File: config.mk
export PLATFORM = sky130hd
export DESIGN_NAME = soc_ctrl_clk_rst_seq_gen_flat
export DESIGN_NICKNAME = d
export VERILOG_FILES = /design/src/rtl/soc_ctrl_pkg.sv /design/src/rtl/soc_ctrl_clk_rst_seq_gen_if.sv /design/src/rtl/soc_ctrl_clk_rst_seq_ch.sv /design/src/rtl/soc_ctrl_clk_rst_seq_gen.sv /design/src/flat_wrapper.sv
export SDC_FILE = /design/constraint.sdc
export NUM_CORES = 1
export LEC_CHECK = 0
export BUFFER_PORTS_ARGS = -buffer_cell sky130_fd_sc_hd__buf_2
export CORE_UTILIZATION = 52
export DETAILED_ROUTE_END_ITERATION = 16
export PLACE_DENSITY = 0.76
export SLEW_MARGIN = 20
export SYNTH_ARGS = -nofsm -noshare
export SYNTH_HDL_FRONTEND = slang
export SYNTH_SLANG_ARGS = --single-unit
File: constraint.sdc
create_clock -name ref_clk_i -period 2.27 [get_ports ref_clk_i]
set_input_delay 0.1135 -clock ref_clk_i [delete_from_list [all_inputs] [get_ports ref_clk_i]]
set_output_delay 0.1135 -clock ref_clk_i [all_outputs]
set_load 0.1 [all_outputs]
File: src/rtl/soc_ctrl_pkg.sv
// Shared types for the SoC controller clock/reset release sequencer.
package soc_ctrl_pkg;

    typedef enum logic [1:0] {
        IDLE = 2'd0,
        WAIT = 2'd1,
        RUN  = 2'd2
    } soc_ctrl_seq_state_e;

endpackage

File: src/rtl/soc_ctrl_clk_rst_seq_gen_if.sv
// Per-domain clock/reset/enable bundle between the sequencer and the clock domains it gates.
interface soc_ctrl_clk_rst_seq_gen_if #(
    parameter int NUM_CH = 4,
    parameter int CNT_W  = 8
);

    logic [NUM_CH-1:0]            clk_i;
    logic [NUM_CH-1:0]            arst_ni;
    logic [NUM_CH-1:0]            clk_en_i;
    logic [NUM_CH-1:0][CNT_W-1:0] delay_i;
    logic [NUM_CH-1:0]            clk_o;
    logic [NUM_CH-1:0]            arst_no;
    logic [NUM_CH-1:0]            clk_en_o;
    logic [NUM_CH-1:0]            ready_o;
    logic                         all_ready_o;

    modport master (
        output clk_i, arst_ni, clk_en_i, delay_i,
        input  clk_o, arst_no, clk_en_o, ready_o, all_ready_o
    );

    modport slave (
        input  clk_i, arst_ni, clk_en_i, delay_i,
        output clk_o, arst_no, clk_en_o, ready_o, all_ready_o
    );

endinterface

File: src/rtl/soc_ctrl_clk_rst_seq_ch.sv
// One sequencer channel: reset synchroniser, IDLE/WAIT/RUN release FSM, delay counter and gating.
module soc_ctrl_clk_rst_seq_ch
    import soc_ctrl_pkg::*;
#(
    parameter int CNT_W = 8
) (
    input  logic             ref_clk_i,
    input  logic             glb_arst_ni,
    input  logic             clk_i,
    input  logic             arst_ni,
    input  logic             clk_en_i,
    input  logic [CNT_W-1:0] delay_i,
    input  logic             prereq_i,
    output logic             clk_o,
    output logic             arst_no,
    output logic             clk_en_o,
    output logic             run_o
);

    logic [1:0]          sync_q;
    logic                rst_sync;
    soc_ctrl_seq_state_e state_q;
    soc_ctrl_seq_state_e state_d;
    logic [CNT_W-1:0]    cnt_q;
    logic [CNT_W-1:0]    dly_q;
    logic [CNT_W-1:0]    dly_last;

    // Plain synchronous 2-flop chain: both assertion and de-assertion of the
    // domain reset take two ref_clk_i edges to reach the FSM.
    // NOTE: sequential state uses non-blocking assignments so every flop samples pre-edge values.
    always_ff @(posedge ref_clk_i or negedge glb_arst_ni) begin
        if (!glb_arst_ni) begin
            sync_q <= '0;
        end else begin
            sync_q <= {sync_q[0], arst_ni};
        end
    end

    assign rst_sync = sync_q[1];
    assign dly_last = dly_q - CNT_W'(1);

    always_ff @(posedge ref_clk_i or negedge glb_arst_ni) begin
        if (!glb_arst_ni) begin
            state_q <= IDLE;
        end else begin
            state_q <= state_d;
        end
    end

    // Reset loss wins over a same-cycle WAIT->RUN condition.
    always_comb begin
        // NOTE: default assignment first so no path leaves state_d unassigned (no latch).
        state_d = state_q;
        unique case (state_q)
            IDLE: begin
                if (rst_sync && prereq_i) begin
                    state_d = (delay_i == '0) ? RUN : WAIT;
                end
            end
            WAIT: begin
                if (!rst_sync || !prereq_i) begin
                    state_d = IDLE;
                end else if (cnt_q == dly_last) begin
                    state_d = RUN;
                end
            end
            RUN: begin
                if (!rst_sync || !prereq_i) begin
                    state_d = IDLE;
                end
            end
            default: state_d = IDLE;
        endcase
    end

    // The delay is captured only on leaving IDLE; later delay_i changes wait for the next release.
    always_ff @(posedge ref_clk_i or negedge glb_arst_ni) begin
        if (!glb_arst_ni) begin
            cnt_q <= '0;
            dly_q <= '0;
        end else begin
            cnt_q <= (state_q == WAIT && state_d == WAIT) ? cnt_q + CNT_W'(1) : '0;
            if (state_q == IDLE && state_d != IDLE) begin
                dly_q <= delay_i;
            end
        end
    end

    always_comb begin
        run_o    = (state_q == RUN);
        clk_en_o = clk_en_i & run_o;
        clk_o    = clk_i & clk_en_o;
        arst_no  = arst_ni;
    end

endmodule

File: src/rtl/soc_ctrl_clk_rst_seq_gen.sv
// Multi-channel clock/reset release sequencer; channels optionally chained so each waits for its predecessor.
module soc_ctrl_clk_rst_seq_gen #(
    parameter int NUM_CH     = 4,
    parameter int CNT_W      = 8,
    parameter int SEQUENTIAL = 1
) (
    input logic                       ref_clk_i,
    input logic                       glb_arst_ni,
    soc_ctrl_clk_rst_seq_gen_if.slave bus
);

    logic [NUM_CH-1:0] run;
    logic [NUM_CH-1:0] prereq;
    logic [NUM_CH-1:0] ch_clk;
    logic [NUM_CH-1:0] ch_arst_n;
    logic [NUM_CH-1:0] ch_clk_en;
    logic              all_ready_q;

    for (genvar i = 0; i < NUM_CH; i++) begin : g_ch
        if (SEQUENTIAL != 0 && i > 0) begin : g_chain
            assign prereq[i] = run[i-1];
        end else begin : g_free
            assign prereq[i] = 1'b1;
        end

        soc_ctrl_clk_rst_seq_ch #(
            .CNT_W (CNT_W)
        ) u_ch (
            .ref_clk_i   (ref_clk_i),
            .glb_arst_ni (glb_arst_ni),
            .clk_i       (bus.clk_i[i]),
            .arst_ni     (bus.arst_ni[i]),
            .clk_en_i    (bus.clk_en_i[i]),
            .delay_i     (bus.delay_i[i]),
            .prereq_i    (prereq[i]),
            .clk_o       (ch_clk[i]),
            .arst_no     (ch_arst_n[i]),
            .clk_en_o    (ch_clk_en[i]),
            .run_o       (run[i])
        );
    end

    always_ff @(posedge ref_clk_i or negedge glb_arst_ni) begin
        if (!glb_arst_ni) begin
            all_ready_q <= 1'b0;
        end else begin
            all_ready_q <= &run;
        end
    end

    assign bus.clk_o       = ch_clk;
    assign bus.arst_no     = ch_arst_n;
    assign bus.clk_en_o    = ch_clk_en;
    assign bus.ready_o     = run;
    assign bus.all_ready_o = all_ready_q;

endmodule

File: src/flat_wrapper.sv
// flat-port wrapper written by rule: the top's interface ports become plain ports
module soc_ctrl_clk_rst_seq_gen_flat 
#(
    parameter int NUM_CH     = 4,
    parameter int CNT_W      = 8,
    parameter int SEQUENTIAL = 1
)
  (ref_clk_i, glb_arst_ni, bus_clk_i, bus_arst_ni, bus_clk_en_i, bus_delay_i, bus_clk_o, bus_arst_no, bus_clk_en_o, bus_ready_o, bus_all_ready_o);
  soc_ctrl_clk_rst_seq_gen_if #(.NUM_CH(NUM_CH), .CNT_W(CNT_W)) bus_i ();
  input logic ref_clk_i;
  input logic glb_arst_ni;
  input wire logic [$bits(bus_i.clk_i)-1:0] bus_clk_i;
  input wire logic [$bits(bus_i.arst_ni)-1:0] bus_arst_ni;
  input wire logic [$bits(bus_i.clk_en_i)-1:0] bus_clk_en_i;
  input wire logic [$bits(bus_i.delay_i)-1:0] bus_delay_i;
  output wire logic [$bits(bus_i.clk_o)-1:0] bus_clk_o;
  output wire logic [$bits(bus_i.arst_no)-1:0] bus_arst_no;
  output wire logic [$bits(bus_i.clk_en_o)-1:0] bus_clk_en_o;
  output wire logic [$bits(bus_i.ready_o)-1:0] bus_ready_o;
  output wire logic [$bits(bus_i.all_ready_o)-1:0] bus_all_ready_o;
  assign bus_i.clk_i = bus_clk_i;
  assign bus_i.arst_ni = bus_arst_ni;
  assign bus_i.clk_en_i = bus_clk_en_i;
  assign bus_i.delay_i = bus_delay_i;
  assign bus_clk_o = bus_i.clk_o;
  assign bus_arst_no = bus_i.arst_no;
  assign bus_clk_en_o = bus_i.clk_en_o;
  assign bus_ready_o = bus_i.ready_o;
  assign bus_all_ready_o = bus_i.all_ready_o;
  soc_ctrl_clk_rst_seq_gen #(.NUM_CH(NUM_CH), .CNT_W(CNT_W), .SEQUENTIAL(SEQUENTIAL)) u_core (.ref_clk_i(ref_clk_i), .glb_arst_ni(glb_arst_ni), .bus(bus_i));
endmodule
==> run summary <==
Clk root buf: clkbuf_8
Die area: 8842 um^2
Critical path startpoint category: flop
VDD IR max: 0.3849 mV
Reg2Reg Setup Slack: 0.11 ns
Final hold violations: 0
Hold Worst Slack: 0.004837 ns
First-pass GRT wire length: 14.19 mm
CTS tree: done
Simple-Gate Fraction of Synth Area: 0.2043
Worst-Skew Late Latency: 0.36 ns
Most frequent cells in the layout: dfrtp_1 (80), buf_2 (61), nor2_1 (40), xnor2_1 (31)
Status: finished clean
Post-synth EDFFs: 0
Leak Pwr: 2.322 nW
Initial Utilization: 0.5360
Synth Register Bits: 81
PortBufs: 62
Num CTS Buffers: 9
# setup viols final: 0
Max H-tree Level: 3
Overflow left after global routing: 0
Tot Pwr: 2.913 mW
Largest family of logic cells by synthesized area: simple AND/OR/NAND/NOR gates
Leading cell type in the layout, fill and taps excluded: dfrtp_1
Clock Sinks: 81
Mean Syn Cell Area: 10.31 um^2
Post-synthesis instance total: 427
Iter 0 DRT Violations: 138
Worst slew pin tran: 0.5577 ns
Post-route insts no fill: 601
Chip width: 94.03 um
GRT Overall Usage: 0.2100
Xor-xnor portion of the synthesized cell area: 0.1193
I/O Pins: 63
Synthesized net count: 481
Post-route ant nets: 0
M3 GR Usage: 0.03722
Min Tclk post-route: 2.161 ns
Post-Syn Area: 4404 um^2
Adder-Cell Fraction of Synth Area: 0.02273
CP required: 2.56 ns
Worst path arrival time: 2.45 ns
Worst Hold Class: in -> reg
DRC viols: 0
WL per Instance: 14.46 um
Slew Limit Fails: 0
Global route hottest layer: met2
Top FF cell, synth: dfrtp_1
Slew margin rel.: 0.6248
Deepest clock path buffer count: 2
Dpl hpwl: 6.224 mm
Worst hold endpoint: u_core.g_ch[3].u_ch.dly_q[5]
Die Y: 94.03 um
Min-delay src: bus_delay_i[29]
CP max FO: 4
R2r startpoint: u_core.g_ch[1].u_ch.dly_q[1]
Layout area overhead: 14.57%
Final GP Congestion: 0.8596
DR vias: 3288
Largest net degree at the start of global routing: 82
Diode count: 0
DR pass1 iterations: 4
Hold Path Stages: 2
Multiplexer share of the synthesized area: 0.07642
# nets final: 549
FILL cells: 652
Max-Cap Viols: 0
Synth Area in Compound Gates: 0.07102
Rows: 33
Asr flop ratio synth: 1.000
Vias in the first global route: 3174
Yosys warning count: 0
Grt met1 use: 0.2682
Worst reg2reg endpoint: u_core.g_ch[1].u_ch.state_q[1]
Total Routed Length: 8.691 mm
Pwr Density: 577.2 nW/um^2
Worst r2r path cells: 8
Clk slew on worst S/H paths: 0.08 ns
Placed cells: 581
Fin crit share: 0.9520
Layout cells sized above 1: 0.2661
Critical path class: reg -> reg
Yosys cell types: 52
Register area share after synthesis: 0.4602
Critical Path End Type: flop
Clock skew: 0.008901 ns
Core area: 8217 um^2
Global Route met2 Usage: 0.3510
Initial antenna violation count: 0
Fmax: 0.4627 GHz
Vias per cell: 5.471
[logic make-up after synthesis]
logic type	count (synthesis)
fa+ha+maj	8
simple gates	165
buf+inv	38
xor+xnor	60
compound gates	45
mux	30
flops	81
[registers in the layout (all words and copies together), names as in the netlist]
register / flops
u_core.bus.all_ready_o: 1
u_core.g_ch.u_ch.cnt_q: 32
u_core.g_ch.u_ch.dly_q: 32
u_core.g_ch.u_ch.state_q: 8
u_core.g_ch.u_ch.sync_q: 8
[power by group]
part | internal (mW) | switching, mW
Combinational | 0.235 | 0.227
Sequential | 1.52 | 0.0947
Clock | 0.369 | 0.471
[critical path, stage by stage, from the launching register on]
cell,delay (ns)
dfrtp_1,0.40
inv_1,0.10
ha_4,0.15
nor4b_4,0.21
xnor2_1,0.08
or4_1,0.40
a2111o_1,0.43
o21ai_1,0.15
and3b_1,0.18
[Yosys cell counts (3+ instances only)]
cell      instances  area, um^2
mux2_2           29       326.6
and2_1            4       25.02
nor2_1           41       153.9
nand3_1          22       110.1
clkbuf_1          8       30.03
ha_1              8       100.1
a211o_1           3       26.28
buf_4            16       120.1
dfrtp_1          81        2027
and3_1           13       81.33
nor4_1           12       75.07
nor3_1           11       55.05
a21oi_1          10       50.05
nand3b_1          3       22.52
or2_2             4       25.02
xor2_1           29       254.0
nand2_1          20       75.07
nand2b_1          6       37.54
nor2b_1           5       31.28
or3_1             3       18.77
o21ai_0           9       45.04
inv_1            14       52.55
xnor2_1          31       271.5
nor3b_1           7       52.55
[stage by stage]
stage          cell area (um^2)  setup TNS [ns]    util  worst slack (ns)
2_1_floorplan              4404               0       -            0.1428
3_3_place_gp               4793               0  0.5834            0.1209
3_5_place_dp               4793               0  0.5834           0.04667
4_1_cts                    5001               0  0.6086           0.01376
5_1_grt                    5046       -0.003832  0.6141         -0.003832
6_report                   5046               0  0.6141            0.1089
[cell type report]
type                            count  area (um^2)  area share
Clock buffer                       10        127.6     0.02529
Sequential cell                    81         2028      0.4019
Multi-Input combinational cell    308         2211      0.4381
Clock inverter                      2        10.01    0.001984
Inverter                           14        52.55     0.01041
Timing Repair Buffer               81        485.5     0.09621
Tap cell                          105        131.4     0.02604
[worst max path at each step]
stage                                             from                        endpoint  slack, ns
after floorplan           u_core.g_ch[0].u_ch.dly_q[0]    u_core.g_ch[0].u_ch.cnt_q[2]       0.14
after global placement    u_core.g_ch[1].u_ch.dly_q[1]    u_core.g_ch[1].u_ch.cnt_q[6]       0.12
after detailed placement  u_core.g_ch[1].u_ch.dly_q[1]  u_core.g_ch[1].u_ch.state_q[1]       0.05
after CTS                 u_core.g_ch[3].u_ch.dly_q[1]    u_core.g_ch[3].u_ch.cnt_q[3]       0.01
after global routing      u_core.g_ch[1].u_ch.dly_q[1]  u_core.g_ch[1].u_ch.state_q[1]     -0.004
final                     u_core.g_ch[1].u_ch.dly_q[1]  u_core.g_ch[1].u_ch.state_q[1]       0.11
[per-layer routing]
layer / up-vias / part of all wire
met1: 1599 / 0.45
met3: 10 / 0.045
met4: 0 / 0.012
li1: 1609 / -
met2: 70 / 0.49
met5: - / 0
[timing repair]
item,4_1_cts,5_1_grt
hold endpoints to repair,87,0
gates resized for setup,0,9
hold buffers,7,0
setup endpoints to repair,0,27
buffers inserted,0,1
(Power assumes the default switching activity.)
